**src/rtl/sprite_pkg.sv**
```systemverilog
// Shared types and constants for the per-scanline sprite scheduler.
package sprite_pkg;

    localparam int unsigned SPRITE_SIZE = 32;
    localparam int unsigned SPRITE_BITS = 5;
    localparam int unsigned COORD_BITS  = 10;
    localparam int unsigned IDX_BITS    = 4;

    typedef struct packed {
        logic                  enable;
        logic [COORD_BITS-1:0] posx;
        logic [COORD_BITS-1:0] posy;
    } sprite_entry_t;

    typedef struct packed {
        logic                   valid;
        logic [IDX_BITS-1:0]    idx;
        logic [COORD_BITS-1:0]  posx;
        logic [SPRITE_BITS-1:0] row;
    } slot_t;

    typedef enum logic [1:0] {
        IDLE,
        SCAN,
        READY
    } state_t;

    // Wrapping offset from a sprite edge lands inside the 32-pixel span.
    function automatic logic in_sprite(input logic [COORD_BITS-1:0] d);
        return d < COORD_BITS'(SPRITE_SIZE);
    endfunction

endpackage

```
**src/rtl/sprite_slot_hit.sv**
```systemverilog
// Per-slot horizontal hit test: column offset of pixelx inside one selected sprite.
module sprite_slot_hit
    import sprite_pkg::*;
(
    input  logic [COORD_BITS-1:0]  pixelx,
    input  slot_t                  slot,
    output logic                   hit_c,
    output logic [SPRITE_BITS-1:0] col_c
);

    logic [COORD_BITS-1:0] col_full;
    logic                  unused_slot;

    always_comb begin
        col_full = pixelx - slot.posx;
        hit_c    = slot.valid && in_sprite(col_full);
        col_c    = col_full[SPRITE_BITS-1:0];
    end

    assign unused_slot = ^{slot.idx, slot.row};

endmodule

```
**src/rtl/sprite_line_scheduler.sv**
```systemverilog
// Scans the sprite table during blanking for the next line, then arbitrates
// the committed slots per pixel to drive the sprite-ROM address.
module sprite_line_scheduler
    import sprite_pkg::*;
#(
    parameter int unsigned NUM_SPRITES = 8,
    parameter int unsigned SLOTS       = 4
) (
    input  logic                           clk,
    input  logic                           reset,
    input  logic                           cfg_we,
    input  logic [$clog2(NUM_SPRITES)-1:0] cfg_idx,
    input  logic                           cfg_enable,
    input  logic [COORD_BITS-1:0]          cfg_posx,
    input  logic [COORD_BITS-1:0]          cfg_posy,
    input  logic                           hsync_start,
    input  logic [COORD_BITS-1:0]          next_line,
    input  logic                           line_start,
    input  logic [COORD_BITS-1:0]          pixelx,
    input  logic [COORD_BITS-1:0]          pixely,
    input  logic                           video_on,
    output logic [COORD_BITS-1:0]          rom_addr,
    output logic [$clog2(NUM_SPRITES)-1:0] rom_sel,
    output logic                           hit,
    output logic                           overflow,
    output logic                           late,
    output logic                           busy
);

    localparam int unsigned IW = $clog2(NUM_SPRITES);
    localparam int unsigned CW = $clog2(SLOTS + 1);

    sprite_entry_t          tbl [NUM_SPRITES];
    state_t                 state, state_next;
    logic [IW-1:0]          scan_idx;
    logic [COORD_BITS-1:0]  scan_line;
    slot_t                  pend [SLOTS];
    logic [CW-1:0]          pend_cnt;
    logic                   overflow_pend;
    slot_t                  act [SLOTS];

    logic                   scan_restart, do_commit, do_abort, do_clear;
    sprite_entry_t          scan_entry;
    logic [COORD_BITS-1:0]  scan_row;
    logic                   scan_cand;

    logic [SLOTS-1:0]       slot_hit;
    logic [SPRITE_BITS-1:0] slot_col [SLOTS];
    logic                   any_hit;
    logic [COORD_BITS-1:0]  win_addr;
    logic [IW-1:0]          win_sel;
    logic                   unused_pixely;

    assign unused_pixely = ^pixely;

    // Sprite table
    always_ff @(posedge clk or posedge reset) begin
        if (reset) begin
            for (int i = 0; i < NUM_SPRITES; i++) tbl[i] <= '0;
        end else if (cfg_we) begin
            tbl[cfg_idx] <= '{enable: cfg_enable, posx: cfg_posx, posy: cfg_posy};
        end
    end

    always_ff @(posedge clk or posedge reset) begin
        if (reset) state <= IDLE;
        else       state <= state_next;
    end

    // Next state and line-boundary control; hsync_start always (re)starts a scan.
    always_comb begin
        state_next   = state;
        scan_restart = 1'b0;
        do_commit    = 1'b0;
        do_abort     = 1'b0;
        do_clear     = 1'b0;
        if (hsync_start) begin
            state_next   = SCAN;
            scan_restart = 1'b1;
        end else begin
            case (state)
                SCAN:    if (scan_idx == IW'(NUM_SPRITES - 1)) state_next = READY;
                READY:   if (line_start) state_next = IDLE;
                default: state_next = state;
            endcase
        end
        if (line_start) begin
            case (state)
                READY:   do_commit = 1'b1;
                SCAN:    do_abort  = 1'b1;
                default: do_clear  = 1'b1;
            endcase
        end
    end

    always_comb begin
        scan_entry = tbl[scan_idx];
        scan_row   = scan_line - scan_entry.posy;
        scan_cand  = scan_entry.enable && in_sprite(scan_row);
    end

    // Scan datapath: one table entry per cycle into the pending list.
    always_ff @(posedge clk or posedge reset) begin
        if (reset) begin
            scan_idx      <= '0;
            scan_line     <= '0;
            pend_cnt      <= '0;
            overflow_pend <= 1'b0;
            for (int s = 0; s < SLOTS; s++) pend[s] <= '0;
        end else if (scan_restart) begin
            scan_idx      <= '0;
            scan_line     <= next_line;
            pend_cnt      <= '0;
            overflow_pend <= 1'b0;
            for (int s = 0; s < SLOTS; s++) pend[s] <= '0;
        end else if (state == SCAN) begin
            scan_idx <= scan_idx + IW'(1);
            if (scan_cand) begin
                if (pend_cnt < CW'(SLOTS)) begin
                    for (int s = 0; s < SLOTS; s++) begin
                        if (pend_cnt == CW'(s)) begin
                            pend[s] <= '{valid: 1'b1,
                                         idx:   IDX_BITS'(scan_idx),
                                         posx:  scan_entry.posx,
                                         row:   scan_row[SPRITE_BITS-1:0]};
                        end
                    end
                    pend_cnt <= pend_cnt + CW'(1);
                end else begin
                    overflow_pend <= 1'b1;
                end
            end
        end
    end

    // Active list and line status, updated only on line_start.
    always_ff @(posedge clk or posedge reset) begin
        if (reset) begin
            for (int s = 0; s < SLOTS; s++) act[s] <= '0;
            overflow <= 1'b0;
            late     <= 1'b0;
        end else if (do_commit) begin
            for (int s = 0; s < SLOTS; s++) act[s] <= pend[s];
            overflow <= overflow_pend;
            late     <= 1'b0;
        end else if (do_abort) begin
            for (int s = 0; s < SLOTS; s++) act[s] <= '0;
            overflow <= 1'b0;
            late     <= 1'b1;
        end else if (do_clear) begin
            for (int s = 0; s < SLOTS; s++) act[s] <= '0;
            overflow <= 1'b0;
            late     <= 1'b0;
        end
    end

    always_ff @(posedge clk or posedge reset) begin
        if (reset) busy <= 1'b0;
        else       busy <= (state_next == SCAN);
    end

    for (genvar g = 0; g < SLOTS; g++) begin : g_slot
        sprite_slot_hit u_hit (
            .pixelx (pixelx),
            .slot   (act[g]),
            .hit_c  (slot_hit[g]),
            .col_c  (slot_col[g])
        );
    end

    // Lowest slot wins, which is the lowest sprite index.
    always_comb begin
        any_hit  = 1'b0;
        win_addr = '0;
        win_sel  = '0;
        for (int s = 0; s < SLOTS; s++) begin
            if (slot_hit[s] && !any_hit) begin
                any_hit  = 1'b1;
                win_addr = {act[s].row, slot_col[s]};
                win_sel  = IW'(act[s].idx);
            end
        end
    end

    always_ff @(posedge clk or posedge reset) begin
        if (reset) begin
            hit      <= 1'b0;
            rom_addr <= '0;
            rom_sel  <= '0;
        end else begin
            hit      <= video_on && any_hit;
            rom_addr <= (video_on && any_hit) ? win_addr : '0;
            rom_sel  <= (video_on && any_hit) ? win_sel : '0;
        end
    end

endmodule

```
**config.mk**
```make
export PLATFORM = sky130hd
export DESIGN_NAME = sprite_line_scheduler
export DESIGN_NICKNAME = d
export VERILOG_FILES = /design/src/rtl/sprite_pkg.sv /design/src/rtl/sprite_slot_hit.sv /design/src/rtl/sprite_line_scheduler.sv
export SDC_FILE = /design/constraint.sdc
export NUM_CORES = 1
export LEC_CHECK = 0
export BUFFER_PORTS_ARGS = -buffer_cell sky130_fd_sc_hd__buf_4
export CORE_ASPECT_RATIO = 0.9
export CORE_MARGIN = 2
export CORE_UTILIZATION = 60
export DETAILED_ROUTE_END_ITERATION = 16
export PLACE_DENSITY = 0.78
export SETUP_SLACK_MARGIN = 0.1
export SKIP_CTS_REPAIR_TIMING = 1
export SYNTH_ARGS = -nofsm -noshare
export SYNTH_HDL_FRONTEND = slang
export SYNTH_HIERARCHICAL = 1
export SYNTH_SLANG_ARGS = --single-unit
```
**constraint.sdc**
```tcl
create_clock -name clk -period 40.7 [get_ports clk]
set_input_delay 12.21 -clock clk [delete_from_list [all_inputs] [get_ports clk]]
set_output_delay 12.21 -clock clk [all_outputs]
set_load 0.005 [all_outputs]
```
==> results.sh <==
export IMPL_seq_area_um2=8910
export IMPL_nFillCells=2069
export IMPL_p_per_area_nw_per_um2=54.3
export IMPL_dp_hpwl_um=22700
export IMPL_nNetsFinal=1538
export IMPL_n_antenna_cell=0
export IMPL_hold_class="flip-flop to flip-flop"
export IMPL_finalClockSkew_ns=0.0233
export IMPL_startpoint_type="input port"
export IMPL_period_needed_ns=14.98
export IMPL_multi_input_area_um2=7970
export IMPL_hold_viol=0
export IMPL_num_vias=11000
export IMPL_grt_pass1_vias=11300
export IMPL_final_cell_area_um2=19600
export IMPL_htree_levels=2
export IMPL_synthesis_area_um2=17500
export IMPL_fmax_mhz=66.7
export IMPL_relSlewSlack=0.260
export IMPL_numClockSinks=356
export IMPL_drt_wl_total_um=36800
export IMPL_power_leakage_nw=8.98
export IMPL_clockPowerShare=0.333
export IMPL_grt_max_degree=123
export IMPL_cp_end_kind="flip-flop"
export IMPL_syn_inst=1369
export IMPL_fin_total_pwr_mw=1.07
export IMPL_fp_row_count=59
export IMPL_comb_power_share=0.275
export IMPL_placed_area_um2=18300
export IMPL_die_width_um=184
export IMPL_antenna_found_initial=0
export IMPL_grt_setup_unrepaired="false"
export IMPL_switchingPower_mw=0.317
export IMPL_cts_tree="done"
export IMPL_drc=0
export IMPL_grt_overflow_total=0
export IMPL_initial_core_util=0.608
export IMPL_final_cell_mix="dfrtp_1 (354), mux2_2 (177), buf_4 (89), inv_1 (88), mux2i_1 (84)"
export IMPL_clock_root_buffer="clkbuf_16"
export IMPL_arrival_ns=15.42
export IMPL_die_area_um2=30600
export IMPL_grt_usage=0.250
export IMPL_ant_nets=0
export IMPL_cts_buffer_depth=3
export IMPL_synth_nets=1488
export IMPL_power_switching_share=0.297
export IMPL_tightest_slew_ns=1.11
export IMPL_vdd_drop_max_mv=0.0440
export IMPL_drt_pass1_iterations=5
export IMPL_pin_count=77
export IMPL_worstPathRequired_ns=41.14
export IMPL_internal_power_mw=0.749
export IMPL_drv_cap=0
export IMPL_clk_pin_slew_worst_paths_ns=0.06
export IMPL_drive_above_1_share=0.298
export IMPL_yosysWarnings=6
export IMPL_cts_made_buffers=38
export IMPL_insertion_delay_ns=0.53
export IMPL_worstPathMaxFanout=9
export IMPL_final_common_cell="dfrtp_1"
export IMPL_slew_viol_final=0
export IMPL_die_h_um=166
export IMPL_status="complete, no violations"
export IMPL_core_um2=28800
export IMPL_crit_type="input port to flip-flop"
export IMPL_syn_avg_cell_area_um2=12.8
export IMPL_viasPerCell=6.07
export IMPL_syn2layout_area_growth_pct=12.2
export IMPL_gp_congestion=0.822
export IMPL_setup_tns_ns=0
export IMPL_drt_iter0_drc=656
export IMPL_power_frac_seq=0.392
export IMPL_portBuffers=66
export IMPL_pre_cts_slack_ns=25.25
export IMPL_grt_pass1_wl_um=60600
export IMPL_setup_ws_ns=25.72
export IMPL_finalSetupViolCount=0
export IMPL_wire_per_inst_um=20.3
export IMPL_finalCritPeriodShare=0.368
## cell type report
class / count / area share
clock inverter: 17 / 0.0108
multi-input combinational: 845 / 0.406
tap: 366 / 0.0233
clock buffer: 51 / 0.0550
inverter: 89 / 0.0174
sequential: 356 / 0.454
timing repair buffer: 89 / 0.0340
## sequential cells by signal, summed over array words and instances (netlist names), 2 cells and up
name,count
scan_idx,3
tbl,168
rom_sel,3
act,76
rom_addr,10
state,2
pend,76
scan_line,10
pend_cnt,3
## worst max-delay path, stage by stage
cell and delay [ns]:
buf_4 0.10, inv_1 0.04, ha_1 0.24, fa_1 0.46, nor2b_4 0.16, o2111ai_2 0.13
a31oi_1 0.20, nor2_1 0.07, xnor2_1 0.13, a211oi_2 0.19, buf_4 0.22, nor2b_1 0.70
a22oi_1 0.15, nor2_1 0.18, a221oi_1 0.08, nor2_1 0.15
## power by group through the flow
stage          clock [mW]  combinational, mW  sequential, mW
2_1_floorplan           0              0.228           0.416
3_3_place_gp            0              0.284           0.420
3_5_place_dp            0              0.294           0.423
4_1_cts             0.362              0.295           0.418
5_1_grt             0.374              0.321           0.423
6_report            0.355              0.293           0.418
## per-layer routing
metal  GRT usage  vias to the layer above  part of all wire
li1            -                     5060                 -
met1       0.365                     5659              0.47
met2       0.396                      227              0.47
met3      0.0386                       64             0.042
met4      0.0650                        0             0.022
met5           0                        -                 0
## metrics by stage
step / utilization / hold slack, ns / instances
2_1_floorplan: - / 0.463 / 1369
3_3_place_gp: 0.637 / 0.480 / 1745
3_5_place_dp: 0.637 / 0.484 / 1745
4_1_cts: 0.682 / 0.498 / 1813
5_1_grt: 0.682 / 0.510 / 1813
6_report: 0.682 / 0.494 / 1813
## final timing paths
path | start | endpoint | slack [ns] | depth (start not counted)
max in group asynchronous | reset | tbl[49]$_DFFE_PP0P_ | 26.40 | 4
max reg2reg | scan_idx[0]$_DFFE_PP0P_ | pend[7]$_DFFE_PP0P_ | 36.15 | 12
min reg2reg | pend[27]$_DFFE_PP0P_ | act[27]$_DFFE_PP0P_ | 0.49 | 1
max | pixelx[0] | rom_addr[4]$_DFF_PP0_ | 25.72 | 16
min in group asynchronous | reset | pend[31]$_DFFE_PP0P_ | 11.84 | 2
min | pend[27]$_DFFE_PP0P_ | act[27]$_DFFE_PP0P_ | 0.49 | 1
Power figures use the tool's default switching activity.
